$ cat config.mk
export PLATFORM = sky130hd
export DESIGN_NAME = pkt_fifo_sync
export DESIGN_NICKNAME = d
export VERILOG_FILES = /design/src/rtl/pkt_fifo_pkg.sv /design/src/rtl/pkt_fifo_mem.sv /design/src/rtl/pkt_fifo_sync.sv
export SDC_FILE = /design/constraint.sdc
export NUM_CORES = 1
export LEC_CHECK = 0
export CORE_MARGIN = 1.5
export CORE_UTILIZATION = 23
export CTS_BUF_LIST = sky130_fd_sc_hd__clkbuf_16
export DETAILED_ROUTE_END_ITERATION = 10
export SLEW_MARGIN = 20
export SYNTH_ARGS = -nofsm -noshare
export SYNTH_HDL_FRONTEND = slang
export SYNTH_SLANG_ARGS = --single-unit
$ cat constraint.sdc
create_clock -name clk1 -period 8.15 [get_ports clk1]
set_input_delay 0.815 -clock clk1 [delete_from_list [all_inputs] [get_ports clk1]]
set_output_delay 0.815 -clock clk1 [all_outputs]
set_load 0.05 [all_outputs]
$ cat src/rtl/pkt_fifo_pkg.sv
// Shared packet layout offsets and write-side FSM states for the packet FIFO.
package pkt_fifo_pkg;

    localparam int unsigned SRC_OFS   = 0;
    localparam int unsigned DST_OFS   = 1;
    localparam int unsigned SIZE_OFS  = 2;
    localparam int unsigned DATA_OFS  = 3;
    localparam int unsigned HDR_BYTES = 3;

    typedef enum logic [1:0] {
        W_FILL,
        W_CHECK,
        W_COMMIT
    } wstate_e;

endpackage

$ cat src/rtl/pkt_fifo_mem.sv
// DEPTH x WIDTH byte array: one write port, a head-byte read port and a
// second read port used for the size lookup and checksum walk.
module pkt_fifo_mem
    import pkt_fifo_pkg::*;
#(
    parameter int unsigned DEPTH     = 3,
    parameter int unsigned WIDTH     = 11,
    parameter int unsigned UWIDTH    = 8,
    parameter int unsigned PTR_SZ    = 2,
    parameter int unsigned PTR_IN_SZ = 4
) (
    input  logic                 clk1,
    input  logic                 we,
    input  logic [PTR_SZ-1:0]    wslot,
    input  logic [PTR_IN_SZ-1:0] wofs,
    input  logic [UWIDTH-1:0]    wdata,
    input  logic [PTR_SZ-1:0]    hslot,
    input  logic [PTR_IN_SZ-1:0] hofs,
    output logic [UWIDTH-1:0]    hbyte,
    input  logic [PTR_SZ-1:0]    cslot,
    input  logic [PTR_IN_SZ-1:0] cofs,
    output logic [UWIDTH-1:0]    cbyte
);

    logic [UWIDTH-1:0] mem [DEPTH][WIDTH];

    // Contents are intentionally not reset.
    always_ff @(posedge clk1) begin
        if (we) begin
            mem[wslot][wofs] <= wdata;
        end
    end

    assign hbyte = mem[hslot][hofs];
    assign cbyte = mem[cslot][cofs];

endmodule

$ cat src/rtl/pkt_fifo_sync.sv
// Single-clock packet FIFO with per-packet size validation and drop counting.
// Optional checksum validation is enabled by defining CRC_CHECK_EN.
module pkt_fifo_sync
    import pkt_fifo_pkg::*;
#(
    parameter int unsigned DEPTH     = 3,
    parameter int unsigned WIDTH     = 11,
    parameter int unsigned UWIDTH    = 8,
    parameter int unsigned PTR_SZ    = 2,
    parameter int unsigned PTR_IN_SZ = 4,
    parameter int unsigned CNT_SZ    = 8
) (
    input  logic                 clk1,
    input  logic                 rst,
    input  logic                 winc,
    input  logic [PTR_IN_SZ-1:0] waddr_in,
    input  logic [UWIDTH-1:0]    wdata,
    output logic                 wready,
    output logic                 wfull,
    output logic                 wovf,
    input  logic                 rinc,
    input  logic [PTR_IN_SZ-1:0] raddr_in,
    output logic [UWIDTH-1:0]    rdata,
    output logic                 rempty,
    output logic [PTR_SZ:0]      count,
    output logic [CNT_SZ-1:0]    drop_cnt
);

    localparam int unsigned CW       = PTR_SZ + 1;
    localparam int unsigned MAX_SIZE = WIDTH - HDR_BYTES - 1;

    wstate_e               state, state_n;
    logic [PTR_SZ-1:0]     wptr, rptr;
    logic                  commit, drop, ovf, pop, we, size_big;
    logic [PTR_IN_SZ-1:0]  cofs;
    logic [UWIDTH-1:0]     hbyte, cbyte;

    assign wready   = (state == W_FILL);
    assign wfull    = (count == CW'(DEPTH));
    assign rempty   = (count == '0);
    assign pop      = rinc && !rempty;
    assign we       = wready && (32'(waddr_in) < WIDTH);
    assign size_big = 32'(cbyte) > MAX_SIZE;

    pkt_fifo_mem #(
        .DEPTH    (DEPTH),
        .WIDTH    (WIDTH),
        .UWIDTH   (UWIDTH),
        .PTR_SZ   (PTR_SZ),
        .PTR_IN_SZ(PTR_IN_SZ)
    ) u_mem (
        .clk1 (clk1),
        .we   (we),
        .wslot(wptr),
        .wofs (waddr_in),
        .wdata(wdata),
        .hslot(rptr),
        .hofs (raddr_in),
        .hbyte(hbyte),
        .cslot(wptr),
        .cofs (cofs),
        .cbyte(cbyte)
    );

`ifdef CRC_CHECK_EN
    logic [PTR_IN_SZ-1:0] idx;
    logic [UWIDTH-1:0]    acc, size_q;
    logic                 last;

    assign last = (32'(idx) == 32'(size_q) + 32'(HDR_BYTES - 1));

    // size_q tracks the staged size byte while filling, so it holds the
    // validated size on entry to W_CHECK.
    always_ff @(posedge clk1) begin
        if (rst) begin
            idx    <= PTR_IN_SZ'(SRC_OFS);
            acc    <= '0;
            size_q <= '0;
        end else if (state == W_FILL) begin
            idx    <= PTR_IN_SZ'(SRC_OFS);
            acc    <= '0;
            size_q <= cbyte;
        end else if (state == W_CHECK) begin
            idx    <= idx + PTR_IN_SZ'(1);
            acc    <= acc ^ cbyte;
        end
    end

    always_comb begin
        cofs = PTR_IN_SZ'(SIZE_OFS);
        case (state)
            W_CHECK:  cofs = idx;
            W_COMMIT: cofs = PTR_IN_SZ'(32'(size_q) + DATA_OFS);
            default:  cofs = PTR_IN_SZ'(SIZE_OFS);
        endcase
    end
`else
    assign cofs = PTR_IN_SZ'(SIZE_OFS);
`endif

    always_comb begin
        state_n = state;
        commit  = 1'b0;
        drop    = 1'b0;
        ovf     = 1'b0;
        case (state)
            W_FILL: begin
                if (winc) begin
                    if (wfull) begin
                        ovf = 1'b1;
                    end else if (size_big) begin
                        drop = 1'b1;
                    end else begin
`ifdef CRC_CHECK_EN
                        state_n = W_CHECK;
`else
                        commit = 1'b1;
`endif
                    end
                end
            end
`ifdef CRC_CHECK_EN
            W_CHECK: begin
                if (last) begin
                    state_n = W_COMMIT;
                end
            end
            W_COMMIT: begin
                if (cbyte == acc) begin
                    commit = 1'b1;
                end else begin
                    drop = 1'b1;
                end
                state_n = W_FILL;
            end
`endif
            default: state_n = W_FILL;
        endcase
    end

    always_ff @(posedge clk1) begin
        if (rst) begin
            state <= W_FILL;
        end else begin
            state <= state_n;
        end
    end

    always_ff @(posedge clk1) begin
        if (rst) begin
            wptr     <= '0;
            rptr     <= '0;
            count    <= '0;
            drop_cnt <= '0;
            wovf     <= 1'b0;
            rdata    <= '0;
        end else begin
            wovf  <= ovf;
            count <= count + CW'(commit) - CW'(pop);
            if (commit) begin
                wptr <= (wptr == PTR_SZ'(DEPTH - 1)) ? '0 : wptr + PTR_SZ'(1);
            end
            if (pop) begin
                rptr <= (rptr == PTR_SZ'(DEPTH - 1)) ? '0 : rptr + PTR_SZ'(1);
            end
            if (drop && (drop_cnt != '1)) begin
                drop_cnt <= drop_cnt + CNT_SZ'(1);
            end
            if (rempty || (32'(raddr_in) >= WIDTH)) begin
                rdata <= '0;
            end else begin
                rdata <= hbyte;
            end
        end
    end

endmodule
# [Word-level counts from Yosys, hierarchy flattened]
# Memories as Yosys holds them, arrays and structs flattened. A register that Yosys moved wholly into a read port is not among the register bits.
# Cells that the tools add are included.
[word_totals] mem_bits_ro=0 latchBits=0 in_bits=20 output_inout_bits=23 mem_bits_rw=264 word_cells=53 memories=1 ff_bits=24
[memory_table] name="u_mem.mem" words=3 word_bits=88 read_ports=2 rd_ports_with_merged_regs=2 wr=1 line_no="pkt_fifo_mem.sv:25" text="logic [UWIDTH-1:0] mem [DEPTH][WIDTH];"
[op_classes] addsub=5 div_mod_pow=0 bitwise=3 n_eq_ne=4 n_lt_le_gt_ge=6 mux=20 n_reduce_logical=8 multipliers=0 n_shift=0
[op_table] operator="$mux W88" count=1
[op_table] operator="$bmux W8 S4" count=1
[op_table] operator="$demux W8 S4" count=1
[op_table] operator="$mux W8" count=3
[op_table] operator="$mux W2" count=6
[op_table] operator="$ge A5 B5 Y1 const B" count=2
[op_table] operator="$not A4 Y5" count=2
[op_table] operator="$add A8 B1 Y8 const B" count=1
[op_table] operator="$gt A8 B3 Y1 const B" count=1
[op_table] operator="$mux W1" count=8
[op_table] operator="$ne A8 B8 Y1 const B" count=1
[op_table] operator="$lt A5 B1 Y1 const B" count=1
[op_table] operator="$add A2 B1 Y2 const B" count=2
[op_table] operator="$eq A2 B2 Y1 const B" count=2
[op_table] operator="$ge A4 B4 Y1 const B" count=1
[op_table] operator="$lt A4 B4 Y1 const B" count=1
[op_table] operator="$reduce_or A2 Y1" count=2
[op_table] operator="$add A3 B1 Y3" count=1
[op_table] operator="$eq A3 B2 Y1 const B" count=1
[op_table] operator="$logic_and A1 B1 Y1" count=3
[op_table] operator="$logic_not A3 Y1" count=1
[op_table] operator="$sub A3 B1 Y3" count=1
[op_table] operator="$logic_not A1 Y1" count=1
[op_table] operator="$logic_or A1 B1 Y1" count=1
[op_table] operator="$not A1 Y1" count=1

# [Longest topological paths before layout]
# Gate-level depths: netlist of run 1.
[depth] ltp_word=6 depth_mapped=11 ltp_nobuf=11

# [Hierarchy]
# Synthesis of run 1 repeated with hierarchy kept, for this count alone.
[hier_totals] cells_unflattened=1005 area_unflattened_um2=13933.4
[by_module_without_submodules] module="pkt_fifo_mem" area_per_inst_um2=12859.8 cells_each=888 n_inst=1 seq_area_each_um2=7927.6
[by_module_without_submodules] module="pkt_fifo_sync" area_per_inst_um2=1073.5 cells_each=117 n_inst=1 seq_area_each_um2=480.5

# [Worst setup path before layout of run 1]
# Ideal clock, no wire load.
[synth_timing] kind="register to register" from="register count[1]" to="register count[2]" n_path_buf=0 t_required_ps=8022 t_arrival_ps=3347 setup_slack_ps=4675 setup_time_ps=128 path_stages_with_launch=11 synth_period_minus_slack_ps=3475 path_cell_list="dfxtp_1 > nor3_1 > nand2b_1 > inv_1 > ha_1 > inv_1 > ha_1 > fa_1 > xnor2_1 > xnor2_1 > nor2_1"
[synth_via] elab_cells_between_ends=8 cone_classes="2 x add/sub; 1 x eq/ne; 2 x mux; 3 x reduce/logical"
[synth_rtl] element="start: declaration" line_no="pkt_fifo_sync.sv:25" text="output logic [PTR_SZ:0] count,"
[synth_rtl] element="start signal: assignment" line_no="pkt_fifo_sync.sv:159" text="count <= count + CW'(commit) - CW'(pop);"
[synth_rtl] element="$logic_not A3 Y1" line_no="pkt_fifo_sync.sv:40" text="assign rempty = (count == '0);"
[synth_rtl] element="net rempty" line_no="pkt_fifo_sync.sv:24" text="output logic rempty,"
[synth_rtl] element="$logic_not A1 Y1" line_no="pkt_fifo_sync.sv:41" text="assign pop = rinc && !rempty;"
[synth_rtl] element="$logic_and A1 B1 Y1" line_no="pkt_fifo_sync.sv:41"
[synth_rtl] element="net pop" line_no="pkt_fifo_sync.sv:34" text="logic commit, drop, ovf, pop, we, size_big;"
[synth_rtl] element="$sub A3 B1 Y3" line_no="pkt_fifo_sync.sv:159"
# The timed path passes the listed nets, and every way through them passes these cells.
# A chain may end at the register's enable or synchronous reset.

# [Worst setup path in the final report of run 1]
[layout_timing] from="register count[1]" to="output port rempty"
[layout_via] elab_chain_len=1
[layout_rtl] element="$logic_not A3 Y1" line_no="pkt_fifo_sync.sv:40"
[layout_rtl] element="end: declaration" line_no="pkt_fifo_sync.sv:24"
# Every way passes these cells.

==> impl_metrics.sql, run 1 <==
INSERT INTO impl_metrics (metric_group, metric, value, unit) VALUES
('grt', 'antenna_found_initial', '3', ''),
('cts', 'clock_tree.htree_level_count', '1', ''),
('timing', 'final_hold_viol_count', '0', ''),
('route', 'routed-via-count', '6222', ''),
('route', 'drt_pass1_iterations', '5', ''),
('setup_path', 'critical_path.reg2reg.endpoint', 'rdata[3]', ''),
('logic_synthesis', 'syn-cell-area', '11600', 'um^2'),
('timing', 'tns', '0', 'ps'),
('setup_path', 'critPathKind', 'reg -> out', ''),
('cts', 'ctsResizeCount', '0', ''),
('route', 'route.detailed.drc', '0', ''),
('grt', 'final_global_route_overflow_total', '0', ''),
('floorplanning', 'top_level_port_count', '43', ''),
('setup_path', 'crit_path_end_kind', 'output pin', ''),
('route', 'final_antenna_net_count', '0', ''),
('power_and_ir_drop', 'p_sw', '0.908', 'mW'),
('timing', 'timing_max_transition_violations_final', '0', ''),
('timing', 'crit_path_time_final', '3350', 'ps'),
('logic_synthesis', 'syn_nets', '738', ''),
('placement', 'post-place-cells', '1403', ''),
('timing', 'finalSetupViolations', '0', ''),
('timing', 'finalClockSkew', '35.0', 'ps'),
('timing', 'final.period_utilization', '0.411', ''),
('logic_synthesis', 'ys_async_sr_fraction', '0', ''),
('status', 'status', 'complete, no violations', ''),
('final_layout', 'area_of_the_multi_input_gates', '2950', 'um^2'),
('floorplanning', 'die_area', '51900', 'um^2'),
('setup_path', 'cp.required', '7340', 'ps'),
('cts', 'tritoncts_clock_tree', 'yes', ''),
('final_layout', 'fillers', '5119', ''),
('power_and_ir_drop', 'internal_power', '2.52', 'mW'),
('cts', 'clkTransAtPathRegs', '60', 'ps'),
('cts', 'cts_made_buffers', '28', ''),
('cts', 'cts_setup_buffers', '0', ''),
('timing', 'worst_slew_margin_rel', '0.352', ''),
('grt', 'grtUsageTotal', '0.0995', ''),
('timing', 'fmax', '298', 'MHz'),
('route', 'routed_wl', '26300', 'um'),
('power_and_ir_drop', 'power.leakage', '4.22', 'nW'),
('logic_synthesis', 'synth.avg_cell_area', '16.3', 'um^2'),
('run', 'max-cap-violations', '0', ''),
('logic_synthesis', 'share_of_the_yosys_chip_area_belonging_to_registers', '0.730', ''),
('grt', 'gr-usage-met3', '0.0159', ''),
('grt', 'grt_pass1_wl', '40000', 'um'),
('logic_synthesis', 'ys.warnings.count', '0', ''),
('route', 'dr.first_iter.drc_count', '492', ''),
('final_layout', 'synthToLayoutAreaGrowth', '17.1', '%'),
('cts', 'post_cts_hold_buffer_count', '0', ''),
('power_and_ir_drop', 'switching_share', '0.265', ''),
('setup_path', 'endpoint', 'rempty', ''),
('cts', 'clk_latency', '550', 'ps'),
('power_and_ir_drop', 'power_density', '252', 'nW/um^2'),
('setup_path', 'startpoint', 'count[1]', ''),
('setup_path', 'startpoint_type', 'register', ''),
('grt', 'groute.layer.met1.usage', '0.137', ''),
('setup_path', 'worst-path-max-fanout', '5', ''),
('floorplanning', 'initial_core_utilization', '0.232', ''),
('final_layout', 'nNetsFinal', '785', ''),
('power_and_ir_drop', 'share_seq_of_total_power', '0.506', ''),
('logic_synthesis', 'synth_enable_flop_cells', '264', ''),
('floorplanning', 'dieHeight', '228', 'um'),
('power_and_ir_drop', 'power.combinational.fraction', '0.155', ''),
('min_path', 'hold_class', 'reg -> reg', ''),
('final_layout', 'register_area', '8490', 'um^2'),
('placement', 'io_port_bufs', '41', ''),
('logic_synthesis', 'dominantRegCellSynth', 'edfxtp_1', ''),
('grt', 'grt_max_degree', '66', ''),
('floorplanning', 'floorplan.die.width', '228', 'um'),
('route', 'avgRoutedWirePerCell', '18.1', 'um'),
('grt', 'grtUsageMet2', '0.162', ''),
('power_and_ir_drop', 'pwr-share-clk', '0.340', '');
-- layer usage --
layer	share of wire	wire length [um]	up-vias
li1	-	-	2864
met1	0.46	12000	3156
met2	0.47	12400	161
met3	0.051	1340	35
met5	0.0013	35	-
met4	0.020	519	6
-- Yosys cell counts (all sizes together), types with 4 or more instances --
cell type,count,share of area
edfxtp,264,0.68
mux2,53,0.051
nor2,52,0.017
nand2,47,0.015
mux2i,37,0.032
o21ai,33,0.014
dfxtp,28,0.048
buf,22,0.0099
mux4,21,0.041
a21oi,19,0.0082
nor2b,17,0.0091
clkbuf,13,0.0042
inv,10,0.0032
o211ai,9,0.0058
a22o,8,0.0060
nand2b,8,0.0043
a211oi,6,0.0039
a22oi,6,0.0039
nand3,6,0.0026
nor3,6,0.0030
a211o,5,0.0038
a222oi,5,0.0043
a221oi,4,0.0030
nor4,4,0.0022
-- kinds of logic (layout without fill, tap and decap cells) --
family / Yosys count / after routing / share of synthesized area
buffers and inverters: 45 / 114 / 0.0173
AOI/OAI and AO/OA: 104 / 104 / 0.0597
adders and majority gates: 4 / 4 / 0.00495
and+or+nand+nor: 153 / 153 / 0.0610
muxes: 111 / 111 / 0.124
DFF: 292 / 292 / 0.730
other: 1 / 2 / 0.000322
xor gates and xnor gates: 4 / 4 / 0.00301
-- stage by stage --
| step | util | hold slack, ps | power, mW | worst slack, ps |
|---|---|---|---|---|
| floorplan | - | 460 | 2.11 | 4680 |
| global placement | 0.256 | 471 | 2.30 | 4890 |
| detailed placement | 0.256 | 491 | 2.31 | 4910 |
| CTS | 0.272 | 506 | 3.46 | 4690 |
| global route | 0.272 | 516 | 3.56 | 4640 |
| finish | 0.272 | 494 | 3.43 | 4800 |
-- final cells by class --
class	count	area share
Clock inverter	24	0.00827
Antenna cell	1	0.000184
Tap cell	672	0.0617
Timing Repair Buffer	52	0.0358
Clock buffer	28	0.0514
Multi-Input combinational cell	377	0.216
Sequential cell	292	0.624
Inverter	10	0.00276
-- critical path, cell delays in order, from the launching register on --
cell	delay (ps)
dfxtp_1	350
nor3_1	700
clkdlybuf4s50_1	950
-- how the worst min path moves through the flow --
stage / from / cells past startpoint / end / slack (ps)
6_report: rptr[0] / 2 / register / 490
5_1_grt: rptr[0] / 2 / register / 520
4_1_cts: rptr[0] / 2 / register / 510
3_5_place_dp: rptr[0] / 2 / register / 490
3_3_place_gp: rptr[0] / 2 / register / 470
2_1_floorplan: rptr[0] / 2 / register / 460
-- power by group through the flow --
stage	Sequential (mW)	Clock (mW)	Combinational, mW
finish	1.73	1.16	0.530
global route	1.74	1.25	0.573
CTS	1.74	1.19	0.541
detailed placement	1.77	0	0.538
global placement	1.77	0	0.534
floorplan	1.77	0	0.348
-- cells in the final DEF (no fill, tap or decap), types with 21 or more instances in the layout --
cell type | synthesis | final
clkbuf_16 | 0 | 28
clkdlybuf4s50_1 | 0 | 40
dfxtp_1 | 28 | 26
edfxtp_1 | 264 | 264
mux2_1 | 24 | 24
mux2_2 | 29 | 29
mux2i_1 | 37 | 37
mux4_2 | 21 | 21
nand2_1 | 47 | 47
nor2_1 | 52 | 52
o21ai_0 | 26 | 26
-- registers in the layout, summed over array words and instances, names as in the netlist, named ones only --
signal     cells
rdata          8
rptr           2
drop_cnt       8
wptr           2
wovf           1
u_mem.mem    264
count          3
Note: power is estimated with default switching activity, not from simulation.
==> run 2, diff against run 1 <==
- clock period: 8.15 -> 3 ns (I/O delays scaled with it)
==> run 2 against run 1 <==
  * Critical path depth up 9
  * Worst hold slack worse by 89 ps
  * Final area rose by 3.1%
  * Clock skew grew 1.1 ps
  * Core utilization up 0.84 points
  * Sequential share of layout area shrank 1.9 points
  * Die area is the same
  * Worst setup slack worse by 4500 ps
  * Non-clock buffer count is 30 higher
==> impl_metrics.sql, run 2 (synthesis results as in run 1) <==
INSERT INTO impl_metrics (metric_group, metric, value, unit) VALUES
('route', 'avgViaCountPerCell', '4.24', ''),
('timing', 'slew_at_the_pin_closest_to_its_max_slew_limit', '842', 'ps'),
('setup_path', 'ordered_cell_list_for_the_critical_path', 'or4_1 -> o21a_1 -> nor3_2 -> inv_1 -> ha_1 -> inv_1 -> ha_1 -> fa_1 -> xnor2_1 -> xnor2_1 -> nor2_1', ''),
('cts', 'cts.path.max_buffers', '3', ''),
('cts', 'cts_setup_buffers', '0', ''),
('floorplanning', 'top_level_port_count', '43', ''),
('route', 'route.detailed.drc', '0', ''),
('placement', 'io_port_bufs', '41', ''),
('cts', 'clkTransAtPathRegs', '60', 'ps'),
('min_path', 'worstHoldPathCells', '2', ''),
('final_layout', 'most_common_cell_after_layout_fill_and_taps_aside', 'edfxtp_1', ''),
('power_and_ir_drop', 'pwr-share-clk', '0.376', ''),
('power_and_ir_drop', 'power_density', '709', 'nW/um^2'),
('timing', 'finalSetupViolations', '0', ''),
('timing', 'final_hold_viol_count', '0', ''),
('min_path', 'hold_class', 'in -> reg', ''),
('final_layout', 'drive_above_1_share', '0.177', ''),
('timing', 'fmax', '367', 'MHz'),
('status', 'status', 'complete, no violations', ''),
('power_and_ir_drop', 'share_seq_of_total_power', '0.469', ''),
('setup_path', 'startpoint_type', 'register', ''),
('cts', 'clk_latency', '580', 'ps'),
('final_layout', 'synthToLayoutAreaGrowth', '20.7', '%'),
('timing', 'final.period_utilization', '0.908', ''),
('power_and_ir_drop', 'switching_share', '0.257', ''),
('floorplanning', 'floorplan.die.width', '228', 'um'),
('final_layout', 'largest_register_ff_count', '264', ''),
('placement', 'gp_congestion', '0.842', ''),
('timing', 'timing_max_transition_violations_final', '0', ''),
('grt', 'grt_pass1_wl', '40400', 'um'),
('setup_path', 'crit_path_end_kind', 'register', ''),
('setup_path', 'crit_arrival', '3160', 'ps'),
('setup_path', 'cp.required', '3440', 'ps'),
('floorplanning', 'dieHeight', '228', 'um'),
('cts', 'clock_tree.htree_level_count', '1', ''),
('floorplanning', 'die_area', '51900', 'um^2'),
('cts', 'cts_num_sinks', '292', ''),
('final_layout', 'registers_with_the_most_flip_flops', 'u_mem.mem (264), drop_cnt (8), rdata (8)', ''),
('setup_path', 'worst-path-max-fanout', '3', ''),
('timing', 'tns', '0', 'ps'),
('timing', 'worst_slew_margin_rel', '0.436', ''),
('power_and_ir_drop', 'power.leakage', '4.45', 'nW'),
('cts', 'post_cts_hold_buffer_count', '0', ''),
('route', 'avgRoutedWirePerCell', '18.1', 'um'),
('cts', 'cts_made_buffers', '29', ''),
('route', 'final_antenna_net_count', '0', ''),
('route', 'drt_pass1_iterations', '5', ''),
('grt', 'final_global_route_overflow_total', '0', ''),
('route', 'routed_wl', '26900', 'um'),
('timing', 'finalClockSkew', '36.0', 'ps'),
('grt', 'grt_max_degree', '65', ''),
('power_and_ir_drop', 'ir_worst_vdd', '0.512', 'mV'),
('cts', 'ctsResizeCount', '0', ''),
('route', 'dr.first_iter.drc_count', '535', ''),
('placement', 'detailed_place.area', '13000', 'um^2'),
('final_layout', 'insertedDiodeCount', '0', ''),
('cts', 'root_buffer_selected_by_cts', 'clkbuf_16', ''),
('floorplanning', 'initial_core_utilization', '0.232', ''),
('grt', 'grtUsageTotal', '0.102', ''),
('grt', 'grt_pass1_vias', '6466', ''),
('floorplanning', 'core_area', '50100', 'um^2'),
('timing', 'crit_path_time_final', '2720', 'ps'),
('power_and_ir_drop', 'power.combinational.fraction', '0.155', ''),
('cts', 'tritoncts_clock_tree', 'yes', ''),
('setup_path', 'cp_slowest_cell', 'or4_1', ''),
('timing', 'unrepaired_setup_endpoints_after_global_routing', 'no', ''),
('final_layout', 'largest_register', 'u_mem.mem', ''),
('floorplanning', 'std_cell_rows', '82', ''),
('final_layout', 'final_core_utilization', '0.280', ''),
('setup_path', 'critPathKind', 'reg -> reg', ''),
('power_and_ir_drop', 'p_sw', '2.55', 'mW'),
('route', 'routed-via-count', '6302', ''),
('grt', 'antenna_found_initial', '1', ''),
('setup_path', 'cp_slowest_stage_delay', '520', 'ps'),
('setup_path', 'reg2reg_depth', '11', ''),
('final_layout', 'nNetsFinal', '816', ''),
('final_layout', 'layout_cell_area_excl_fill', '14000', 'um^2'),
('run', 'max-cap-violations', '0', ''),
('final_layout', 'layout_common_cells', 'edfxtp_1, nor2_1, nand2_1, clkdlybuf4s50_1, buf_4', ''),
('placement', 'dpl.hpwl', '17500', 'um'),
('power_and_ir_drop', 'internal_power', '7.40', 'mW');
-- run 2: cell count changes in the layout (fill, tap and decap cells not counted), moves of 2 or more --
| cell | change |
|---|---|
| buf_4 | +29 |
| bufinv_16 | +5 |
| clkinv_1 | -3 |
| clkinv_2 | +2 |
| clkinvlp_4 | +2 |
| inv_1 | -2 |
| inv_2 | -3 |
-- run 2: cell type report --
type                            count  area, um^2
Clock buffer                       29         726
Clock inverter                     25         272
Fill cell                        5063       36000
Inverter                           10        37.5
Multi-Input combinational cell    377        2950
Sequential cell                   292        8490
Tap cell                          672         841
Timing Repair Buffer               82         726
-- run 2: stage by stage --
step,worst slack (ps),std cells,hold WS [ps],total power [mW]
2_1_floorplan,45.8,714,399,5.75
3_3_place_gp,291,1433,472,6.30
3_5_place_dp,255,1433,477,6.31
4_1_cts,234,1487,396,10.1
5_1_grt,102,1487,416,10.3
6_report,276,1487,406,9.95
-- run 2: final timing paths --
path | slack, ps | endpoint | from
setup / recovery | 280 | count[2] | u_mem.mem[2][69]
hold / removal | 410 | wovf | winc
setup reg to reg | 280 | count[2] | u_mem.mem[2][69]
hold reg to reg | 490 | register | rptr[1]
-- run 2: power by group through the flow --
stage               registers [mW]  logic (mW)  clock network [mW]
floorplan                     4.80       0.947                   0
global placement              4.76        1.54                   0
detailed placement            4.76        1.55                   0
CTS                           4.67        1.56                3.82
global route                  4.68        1.64                3.96
finish                        4.67        1.54                3.75
-- run 2: worst max-delay path: cells and delay by family (launching register included) --
family	cells	cell delay, ps
simple gates	3	760
compound gates	1	220
flops	1	390
xor+xnor	2	310
buf+inv	2	100
fa+ha+maj	3	830
-- run 2: per-layer routing --
metal,vias to the layer above,GRT usage,routed length (um)
met3,48,0.0148,1410
met4,2,0.0408,875
met5,-,0,8
met2,181,0.166,12600
met1,3157,0.136,12000
li1,2914,-,-
